$ cat src/rtl/seq_alu.sv
// rtl/seq_alu.sv - clocked WIDTH-bit ALU with multi-cycle unsigned multiply/divide
module seq_alu #(
    parameter int WIDTH = 8
) (
    input  logic             CLK,
    input  logic             RST_N,
    input  logic             START,
    input  logic [3:0]       OP,
    input  logic [WIDTH-1:0] A,
    input  logic [WIDTH-1:0] B,
    output logic [WIDTH-1:0] R,
    output logic [WIDTH-1:0] HI,
    output logic             Z,
    output logic             O,
    output logic             DIVZ,
    output logic             BUSY,
    output logic             DONE
);

    localparam int CW = $clog2(WIDTH + 1);

    localparam logic [3:0] OP_AND  = 4'b0000;
    localparam logic [3:0] OP_OR   = 4'b0001;
    localparam logic [3:0] OP_ADD  = 4'b0010;
    localparam logic [3:0] OP_MULU = 4'b0011;
    localparam logic [3:0] OP_DIVU = 4'b0100;
    localparam logic [3:0] OP_SUB  = 4'b0110;
    localparam logic [3:0] OP_SLT  = 4'b0111;
    localparam logic [3:0] OP_NOR  = 4'b1100;
    localparam logic [3:0] OP_NAND = 4'b1101;

    typedef enum logic [1:0] {S_IDLE, S_MULT, S_DIVI} state_t;

    state_t           state_q;
    logic [CW-1:0]    cnt_q;
    logic [WIDTH-1:0] r_q, hi_q;
    logic             z_q, o_q, divz_q, busy_q, done_q;
    logic [WIDTH-1:0] acc_hi_q, acc_lo_q, opnd_q;

    logic [WIDTH-1:0] a_x, b_x, alu_r;
    logic [WIDTH:0]   sum;
    logic             c_msb, ovf, alu_o;

    // Bit 3 inverts A, bit 2 inverts B and supplies the carry-in.
    always_comb begin
        a_x   = OP[3] ? ~A : A;
        b_x   = OP[2] ? ~B : B;
        sum   = {1'b0, a_x} + {1'b0, b_x} + {{WIDTH{1'b0}}, OP[2]};
        c_msb = sum[WIDTH-1] ^ a_x[WIDTH-1] ^ b_x[WIDTH-1];
        ovf   = c_msb ^ sum[WIDTH];
        alu_r = '0;
        alu_o = 1'b0;
        case (OP)
            OP_AND, OP_NOR: alu_r = a_x & b_x;
            OP_OR, OP_NAND: alu_r = a_x | b_x;
            OP_ADD, OP_SUB: begin
                alu_r = sum[WIDTH-1:0];
                alu_o = ovf;
            end
            OP_SLT:  alu_r = {{(WIDTH-1){1'b0}}, sum[WIDTH-1] ^ ovf};
            default: alu_r = '0;
        endcase
    end

    logic [WIDTH:0]   mul_sum, rem_sh, diff;
    logic [WIDTH-1:0] mul_hi_d, mul_lo_d, div_hi_d, div_lo_d;
    logic             qbit;

    // Multiply: acc_lo holds the multiplier, shifted out LSB first as the product shifts in.
    // Divide: acc_lo holds the dividend, shifted out MSB first as quotient bits shift in.
    always_comb begin
        mul_sum  = {1'b0, acc_hi_q} + (acc_lo_q[0] ? {1'b0, opnd_q} : '0);
        mul_hi_d = mul_sum[WIDTH:1];
        mul_lo_d = {mul_sum[0], acc_lo_q[WIDTH-1:1]};
        rem_sh   = {acc_hi_q, acc_lo_q[WIDTH-1]};
        diff     = rem_sh - {1'b0, opnd_q};
        qbit     = ~diff[WIDTH];
        div_hi_d = qbit ? diff[WIDTH-1:0] : rem_sh[WIDTH-1:0];
        div_lo_d = {acc_lo_q[WIDTH-2:0], qbit};
    end

    always_ff @(posedge CLK or negedge RST_N) begin
        if (!RST_N) begin
            state_q  <= S_IDLE;
            cnt_q    <= '0;
            r_q      <= '0;
            hi_q     <= '0;
            z_q      <= 1'b1;
            o_q      <= 1'b0;
            divz_q   <= 1'b0;
            busy_q   <= 1'b0;
            done_q   <= 1'b0;
            acc_hi_q <= '0;
            acc_lo_q <= '0;
            opnd_q   <= '0;
        end else begin
            done_q <= 1'b0;
            case (state_q)
                S_IDLE: begin
                    if (START) begin
                        if (OP == OP_MULU || (OP == OP_DIVU && B != '0)) begin
                            acc_hi_q <= '0;
                            acc_lo_q <= (OP == OP_MULU) ? B : A;
                            opnd_q   <= (OP == OP_MULU) ? A : B;
                            cnt_q    <= '0;
                            busy_q   <= 1'b1;
                            state_q  <= (OP == OP_MULU) ? S_MULT : S_DIVI;
                        end else if (OP == OP_DIVU) begin
                            r_q    <= '1;
                            hi_q   <= A;
                            z_q    <= 1'b0;
                            o_q    <= 1'b0;
                            divz_q <= 1'b1;
                            done_q <= 1'b1;
                        end else begin
                            r_q    <= alu_r;
                            hi_q   <= '0;
                            z_q    <= (alu_r == '0);
                            o_q    <= alu_o;
                            divz_q <= 1'b0;
                            done_q <= 1'b1;
                        end
                    end
                end
                S_MULT, S_DIVI: begin
                    acc_hi_q <= (state_q == S_MULT) ? mul_hi_d : div_hi_d;
                    acc_lo_q <= (state_q == S_MULT) ? mul_lo_d : div_lo_d;
                    cnt_q    <= cnt_q + CW'(1);
                    if (cnt_q == CW'(WIDTH - 1)) begin
                        r_q     <= (state_q == S_MULT) ? mul_lo_d : div_lo_d;
                        hi_q    <= (state_q == S_MULT) ? mul_hi_d : div_hi_d;
                        z_q     <= (((state_q == S_MULT) ? mul_lo_d : div_lo_d) == '0);
                        o_q     <= 1'b0;
                        divz_q  <= 1'b0;
                        done_q  <= 1'b1;
                        busy_q  <= 1'b0;
                        state_q <= S_IDLE;
                    end
                end
                default: state_q <= S_IDLE;
            endcase
        end
    end

    assign R    = r_q;
    assign HI   = hi_q;
    assign Z    = z_q;
    assign O    = o_q;
    assign DIVZ = divz_q;
    assign BUSY = busy_q;
    assign DONE = done_q;

endmodule
$ cat config.mk
export PLATFORM = sky130hd
export DESIGN_NAME = seq_alu
export DESIGN_NICKNAME = d
export VERILOG_FILES = /design/src/rtl/seq_alu.sv
export SDC_FILE = /design/constraint.sdc
export NUM_CORES = 1
export LEC_CHECK = 0
export ABC_AREA = 1
export BUFFER_PORTS_ARGS = -buffer_cell sky130_fd_sc_hd__buf_2
export CORE_MARGIN = 3
export CORE_UTILIZATION = 37
export CTS_CLUSTER_SIZE = 8
export DETAILED_ROUTE_END_ITERATION = 12
export GPL_ROUTABILITY_DRIVEN = 0
export HOLD_SLACK_MARGIN = 0.15
export PLACE_DENSITY = 0.55
export SYNTH_ARGS = -nofsm -noshare
export SYNTH_HDL_FRONTEND = slang
export SYNTH_SLANG_ARGS = --single-unit
$ cat constraint.sdc
create_clock -name CLK -period 4.96 [get_ports CLK]
set_clock_uncertainty 0.15 [all_clocks]
set_input_delay 0.496 -clock CLK [delete_from_list [all_inputs] [get_ports CLK]]
set_output_delay 0.496 -clock CLK [all_outputs]
set_load 0.03 [all_outputs]
* After elaboration in Yosys (flattened, before gate mapping)
Index checks and enable logic that the tools add are counted.
** Word-level totals
- Output and inout bits :: 21
- Register bits after elaboration :: 51
- Input port bits :: 23
** Cells by class
- Bitwise operators :: 9
- Reduce and logical (&&, ||, !) cells :: 17
- Add/subtract/negate cells :: 5
- Eq/ne operators :: 15
- Multiplexer cells :: 55
** Operators with widths (number)
- 8-bit two-way mux :: 20
- 8-bit one-hot mux with 2 select lines :: 4
- 8-bit one-hot mux with 4 select lines :: 1
- 8-bit by 8-bit adder with 9-bit output :: 2
- 1-bit two-way mux :: 17
- 4-bit by 3-bit equality test with 1-bit output (second input constant) :: 4
- 8-bit zero test :: 2
- 8-bit inverter :: 2
- 1-bit one-hot mux with 2 select lines :: 5
- 9-bit by 1-bit adder with 9-bit output :: 1
- 3-bit AND reduction :: 3
- 9-bit by 8-bit subtractor with 9-bit output :: 1
- 8-bit bitwise AND :: 1
- 4-bit by 2-bit equality test with 1-bit output (second input constant) :: 2
- 4-bit equality test (second input constant) :: 2
- 2-bit two-way mux :: 4
- 4-bit two-way mux :: 2
- 2-bit inequality test (second input constant) :: 4
- 8-bit bitwise OR :: 1
- 4-bit one-hot mux with 2 select lines :: 1
- 4-bit AND reduction :: 2
- 8-bit nonzero test :: 1
- 2-bit OR reduction :: 4
- 4-bit by 1-bit adder with 4-bit output (second input constant) :: 1
- 11 further kinds :: 14

* Depth between registers and ports, before layout
- Depth after elaboration :: 14
- Gate-level depth with buffers :: 17
- Gate-level depth less buffers :: 17

* Least setup slack after synthesis
No wires, ideal clock.
- Path type :: input to register
- Start point :: input port OP[3]
- End point :: register z_q (netlist: Z)
- Required time :: 4.737 ns
- Library setup time :: 0.073 ns
- Path slack :: 2.409 ns
- Arrival :: 2.328 ns
- Cell stages on the path :: 14
- Cell sequence :: buf_6 > xnor2_1 > inv_1 > fa_1 > or2_2 > nand3_1 > o21ai_1 > nor2_1 > nand3_1 > nor2_1 > nand2_1 > nor2_1 > nand3_1 > a21oi_1
** On the way
- Cells in the longest elaborated chain, start to end :: 13
- Elaborated cells between the ends (all ways) :: 31
** RTL lines
- start: declaration :: RTL line 8 : input logic [3:0] OP,
- 8-bit two-way mux :: RTL line 46 : a_x = OP[3] ? ~A : A;
- 8-bit by 8-bit adder with 9-bit output :: RTL line 48 : sum = {1'b0, a_x} + {1'b0, b_x} + {{WIDTH{1'b0}}, OP[2]};
- 9-bit by 1-bit adder with 9-bit output :: RTL line 48
- 1-bit bitwise XOR (2 in series) :: RTL line 49 : c_msb = sum[WIDTH-1] ^ a_x[WIDTH-1] ^ b_x[WIDTH-1];
- 1-bit bitwise XOR :: RTL line 50 : ovf = c_msb ^ sum[WIDTH];
- 1-bit bitwise XOR :: RTL line 60 : OP_SLT: alu_r = {{(WIDTH-1){1'b0}}, sum[WIDTH-1] ^ ovf};
- 8-bit one-hot mux with 4 select lines :: RTL line 53 : case (OP)
- 8-bit zero test :: RTL line 118 : z_q <= (alu_r == '0);
- 1-bit two-way mux :: RTL line 108 : end else if (OP == OP_DIVU) begin
- 1-bit two-way mux :: RTL line 101 : if (OP == OP_MULU || (OP == OP_DIVU && B != '0)) begin
- 1-bit two-way mux :: RTL line 100 : if (START) begin
- 1-bit one-hot mux with 2 select lines :: RTL line 98 : case (state_q)
- end signal: assignment :: RTL line 118
- end signal: assignment :: RTL line 132 : z_q <= (((state_q == S_MULT) ? mul_lo_d : div_lo_d) == '0);
- end: declaration :: RTL line 37 : logic z_q, o_q, divz_q, busy_q, done_q;
Parallel ways exist; a longest one is shown, timed or not. The select of a mux whose other input is x is not followed.
A chain may end at the register's enable or synchronous reset.

* Worst setup path in the final report
- Start point :: register state_q[0]
- End point :: register acc_hi_q[1]
** On the way
- Cells in the longest elaborated chain, start to end :: 4
- Elaborated cells between the ends (all ways) :: 10
** RTL lines
- start: declaration :: RTL line 34 : state_t state_q;
- start signal: assignment :: RTL line 107 : state_q <= (OP == OP_MULU) ? S_MULT : S_DIVI;
- 2-bit by 1-bit equality test with 1-bit output / 2-bit equality test (equally long branches) :: RTL line 98, 126
- 2-bit OR reduction :: RTL line 98
- 2-bit nonzero test (no source line)
- 3-bit AND reduction (no source line)
- end signal: assignment :: RTL line 126 : acc_hi_q <= (state_q == S_MULT) ? mul_hi_d : div_hi_d;
- end: declaration :: RTL line 38 : logic [WIDTH-1:0] acc_hi_q, acc_lo_q, opnd_q;
Parallel ways exist; a longest one is shown, timed or not.

==> flow_metrics.env <==
export IMPL_setup_viol=0
export IMPL_cts_tree="yes"
export IMPL_synth_area_top_cells="dfrtp_1, nand2_1, ha_1, inv_1, nand3_1"
export IMPL_ys_warn_count=0
export IMPL_layout_filler_cells=1300
export IMPL_htreeDepth=2
export IMPL_hold_viol=0
export IMPL_placedInstanceArea_sq_um=4900
export IMPL_drive_above_1_share_pct=11.3
export IMPL_totalNegativeSetupSlack_ns=0
export IMPL_vias_per_cell=5.15
export IMPL_clkSinkCount=51
export IMPL_yosysMostFrequentCell="nand2_1"
export IMPL_synthDominantCellAreaShare_pct=27.2
export IMPL_pin_count=44
export IMPL_cts_root_buffer="clkbuf_16"
export IMPL_wl_per_cell_um=16.1
export IMPL_clk_path_buf_depth=2
export IMPL_track_usage_pct=20.4
export IMPL_num_vias=4498
export IMPL_firstDrtPassIters=5
export IMPL_floorplan_die_area_sq_um=13800
export IMPL_maxCapViolCount=0
export IMPL_final_min_period_ns=3.30
export IMPL_grt_first_pass_wirelength_mm=22.7
export IMPL_leakagePower_uw=0.00272
export IMPL_path_cells="inv_1, ha_1, inv_1, o21ai_2, inv_2, nand2_1, nand2_1"
export IMPL_netlist_top_cell_by_area="dfrtp_1"
export IMPL_critPathBufInv=3
export IMPL_finalMaxSlewViolations=0
export IMPL_cts_clk_slew_worst_paths_ns=0.07
export IMPL_grt_start_max_net_pins=52
export IMPL_worst_skew_pair_late_latency_ns=0.30
export IMPL_wl_mm=14.1
export IMPL_port_buffer_count=43
export IMPL_min_delay_path_class="input port to asynchronous set/reset pin"
export IMPL_area_delta_synth_final_pct=10.4
export IMPL_grt_pass1_vias=4268
export IMPL_setup_worst_path_end_class="flop"
export IMPL_ir_drop_mv=0.288
export IMPL_synthesis_area_per_instance_sq_um=6.81
export IMPL_netlist_top_cells_count="nand2_1, inv_1, nand3_1, dfrtp_1, nor2_1"
export IMPL_post_cts_resized_instances=0
export IMPL_grt_antenna_before_repair=0
export IMPL_post_route_period_util_pct=66.6
export IMPL_status="completed"
export IMPL_synth_enable_flop_cells=0
export IMPL_route_antenna_remaining_nets=0
export IMPL_power_density_nw_per_um2=592
export IMPL_critPathLaunchType="flop"
export IMPL_cp_max_fo=29
export IMPL_grt_setup_unrepaired="no"
export IMPL_gr_total_overflow=0
export IMPL_syn_area_sq_um=4600
export IMPL_synth_yosys_seq_area_share_pct=27.8
export IMPL_dieHeight_um=117
export IMPL_drcViolationCount=0
export IMPL_dominantRegCellSynth="dfrtp_1"
export IMPL_total_clock_buffers_created_by_cts=5
export IMPL_ys_ff_latch=51
export IMPL_yosysUniqueCellTypes=43
export IMPL_finish_instance_area_sq_um=5070
export IMPL_start_util_pct=38.1
export IMPL_cts_setup_buffers=0
export IMPL_cts_hold_buffers_added=0
export IMPL_cell_family_with_the_largest_share_of_critical_path_delay="compound AO/OA/AOI/OAI gates"
export IMPL_cp_data_arrival_time_ns=3.34
export IMPL_tightestPinTransition_ns=1.12
export IMPL_ant_diodes=0
export IMPL_syn_nets=737
export IMPL_critical_path_class="flop to flop"
export IMPL_place_hpwl_mm=11.3
export IMPL_r2r_slack_ns=1.66
export IMPL_fraction_of_registers_with_async_set_or_reset_after_synthesis_pct=100
export IMPL_final_net_count=767
export IMPL_slew_limit_headroom_pct=25.0
export IMPL_floorplan_core_area_sq_um=12100
export IMPL_syn_inst=675
export IMPL_die_width_um=117
export IMPL_cp_required_ns=4.99
export IMPL_critical_path_slowest_cell="o21ai_2"
export IMPL_worst_path_largest_cell_delay_ns=1.04
export IMPL_violation_count_after_the_first_detailed_route_iteration=248
export IMPL_number_of_cell_rows=40
export IMPL_fmax_mhz=303
-- cell usage in the layout (no fill, tap or decap), types with 2 or more instances in the layout --
cell type | synthesis | final
nand2_1 | 172 | 172
inv_1 | 100 | 100
nand3_1 | 74 | 74
dfrtp_1 | 50 | 50
nor2_1 | 44 | 44
o21ai_0 | 43 | 43
buf_2 | 5 | 43
ha_1 | 36 | 36
a21oi_1 | 25 | 25
xnor2_1 | 15 | 15
a31oi_1 | 12 | 12
xor2_1 | 10 | 10
o211ai_1 | 9 | 9
nand4_1 | 7 | 7
o21ai_1 | 6 | 6
nor3_1 | 6 | 6
nand2_2 | 5 | 5
or2_2 | 5 | 5
clkbuf_16 | 0 | 5
inv_2 | 4 | 4
o22ai_1 | 4 | 4
fa_1 | 3 | 3
xnor2_2 | 2 | 2
and2_1 | 2 | 2
nand2_4 | 2 | 2
o21ai_2 | 2 | 2
o211ai_2 | 2 | 2
o21bai_1 | 2 | 2
-- final cells by class --
cell class / count / area (sq um) / share of cell area, %
tap: 168 / 210 / 4.14
timing repair buffer: 44 / 223 / 4.39
multi-input combinational: 497 / 2790 / 55.0
clock buffer: 6 / 139 / 2.74
sequential: 51 / 1280 / 25.2
clock inverter: 2 / 35.0 / 0.691
inverter: 106 / 400 / 7.89
-- power by group --
| part | switching, uW | internal [uW] |
|---|---|---|
| sequential | 154 | 594 |
| clock | 158 | 251 |
| combinational | 1280 | 564 |
-- worst register-to-register path: stages, from the launching register on --
cell and delay (ns):
dfrtp_1 0.38, inv_1 0.07, ha_1 0.55, inv_1 0.51
o21ai_2 1.04, inv_2 0.29, nand2_1 0.15, nand2_1 0.06
-- kinds of logic (layout without fill, tap and decap cells) --
group           count (synthesis)  in the layout  share of synthesized area (%)
compound gates                109            109                           13.7
xor+xnor                       27             27                           5.47
fa+ha+maj                      39             39                           11.1
buf+inv                       127            158                           11.5
flops                          51             51                           27.8
mux                             1              1                          0.218
simple gates                  321            321                           30.2
-- worst paths after layout --
path                                 start     endpoint  depth (start not counted)
worst max-delay path            state_q[0]  acc_hi_q[1]                          7
worst min-delay path                 RST_N  acc_hi_q[7]                          2
worst max register to register  state_q[0]  acc_hi_q[1]                          7
worst min register to register        R[6]         R[6]                          2
max in group asynchronous            RST_N    opnd_q[5]                          2
min in group CLK                      R[6]         R[6]                          2
-- layer usage --
metal,vias to the layer above,GRT usage (%),wire length (um)
li1,2242,-,-
met1,2096,28.0,6400
met2,141,33.8,6610
met3,19,1.97,691
met4,0,6.96,378
met5,-,0,0
-- stage by stage --
stage | std cells | util, % | hold slack (ns) | worst slack, ns | total power, uW
finish | 874 | 42.1 | 0.172 | 1.66 | 3000
global placement | 866 | 40.6 | 0.324 | 1.56 | 2580
CTS | 874 | 42.1 | 0.212 | 1.65 | 3000
global route | 874 | 42.1 | 0.241 | 1.34 | 3270
floorplan | 675 | - | 0.0504 | 2.41 | 2130
detailed placement | 866 | 40.6 | 0.323 | 1.49 | 2590
-- flip-flops by register name, summed over array words and instances, names as in the netlist --
| signal | flops |
|---|---|
| Z | 1 |
| cnt_q | 4 |
| acc_lo_q | 8 |
| BUSY | 1 |
| DONE | 1 |
| state_q | 2 |
| O | 1 |
| DIVZ | 1 |
| opnd_q | 8 |
| HI | 8 |
| acc_hi_q | 8 |
| R | 8 |
Power figures use the tool's default switching activity.
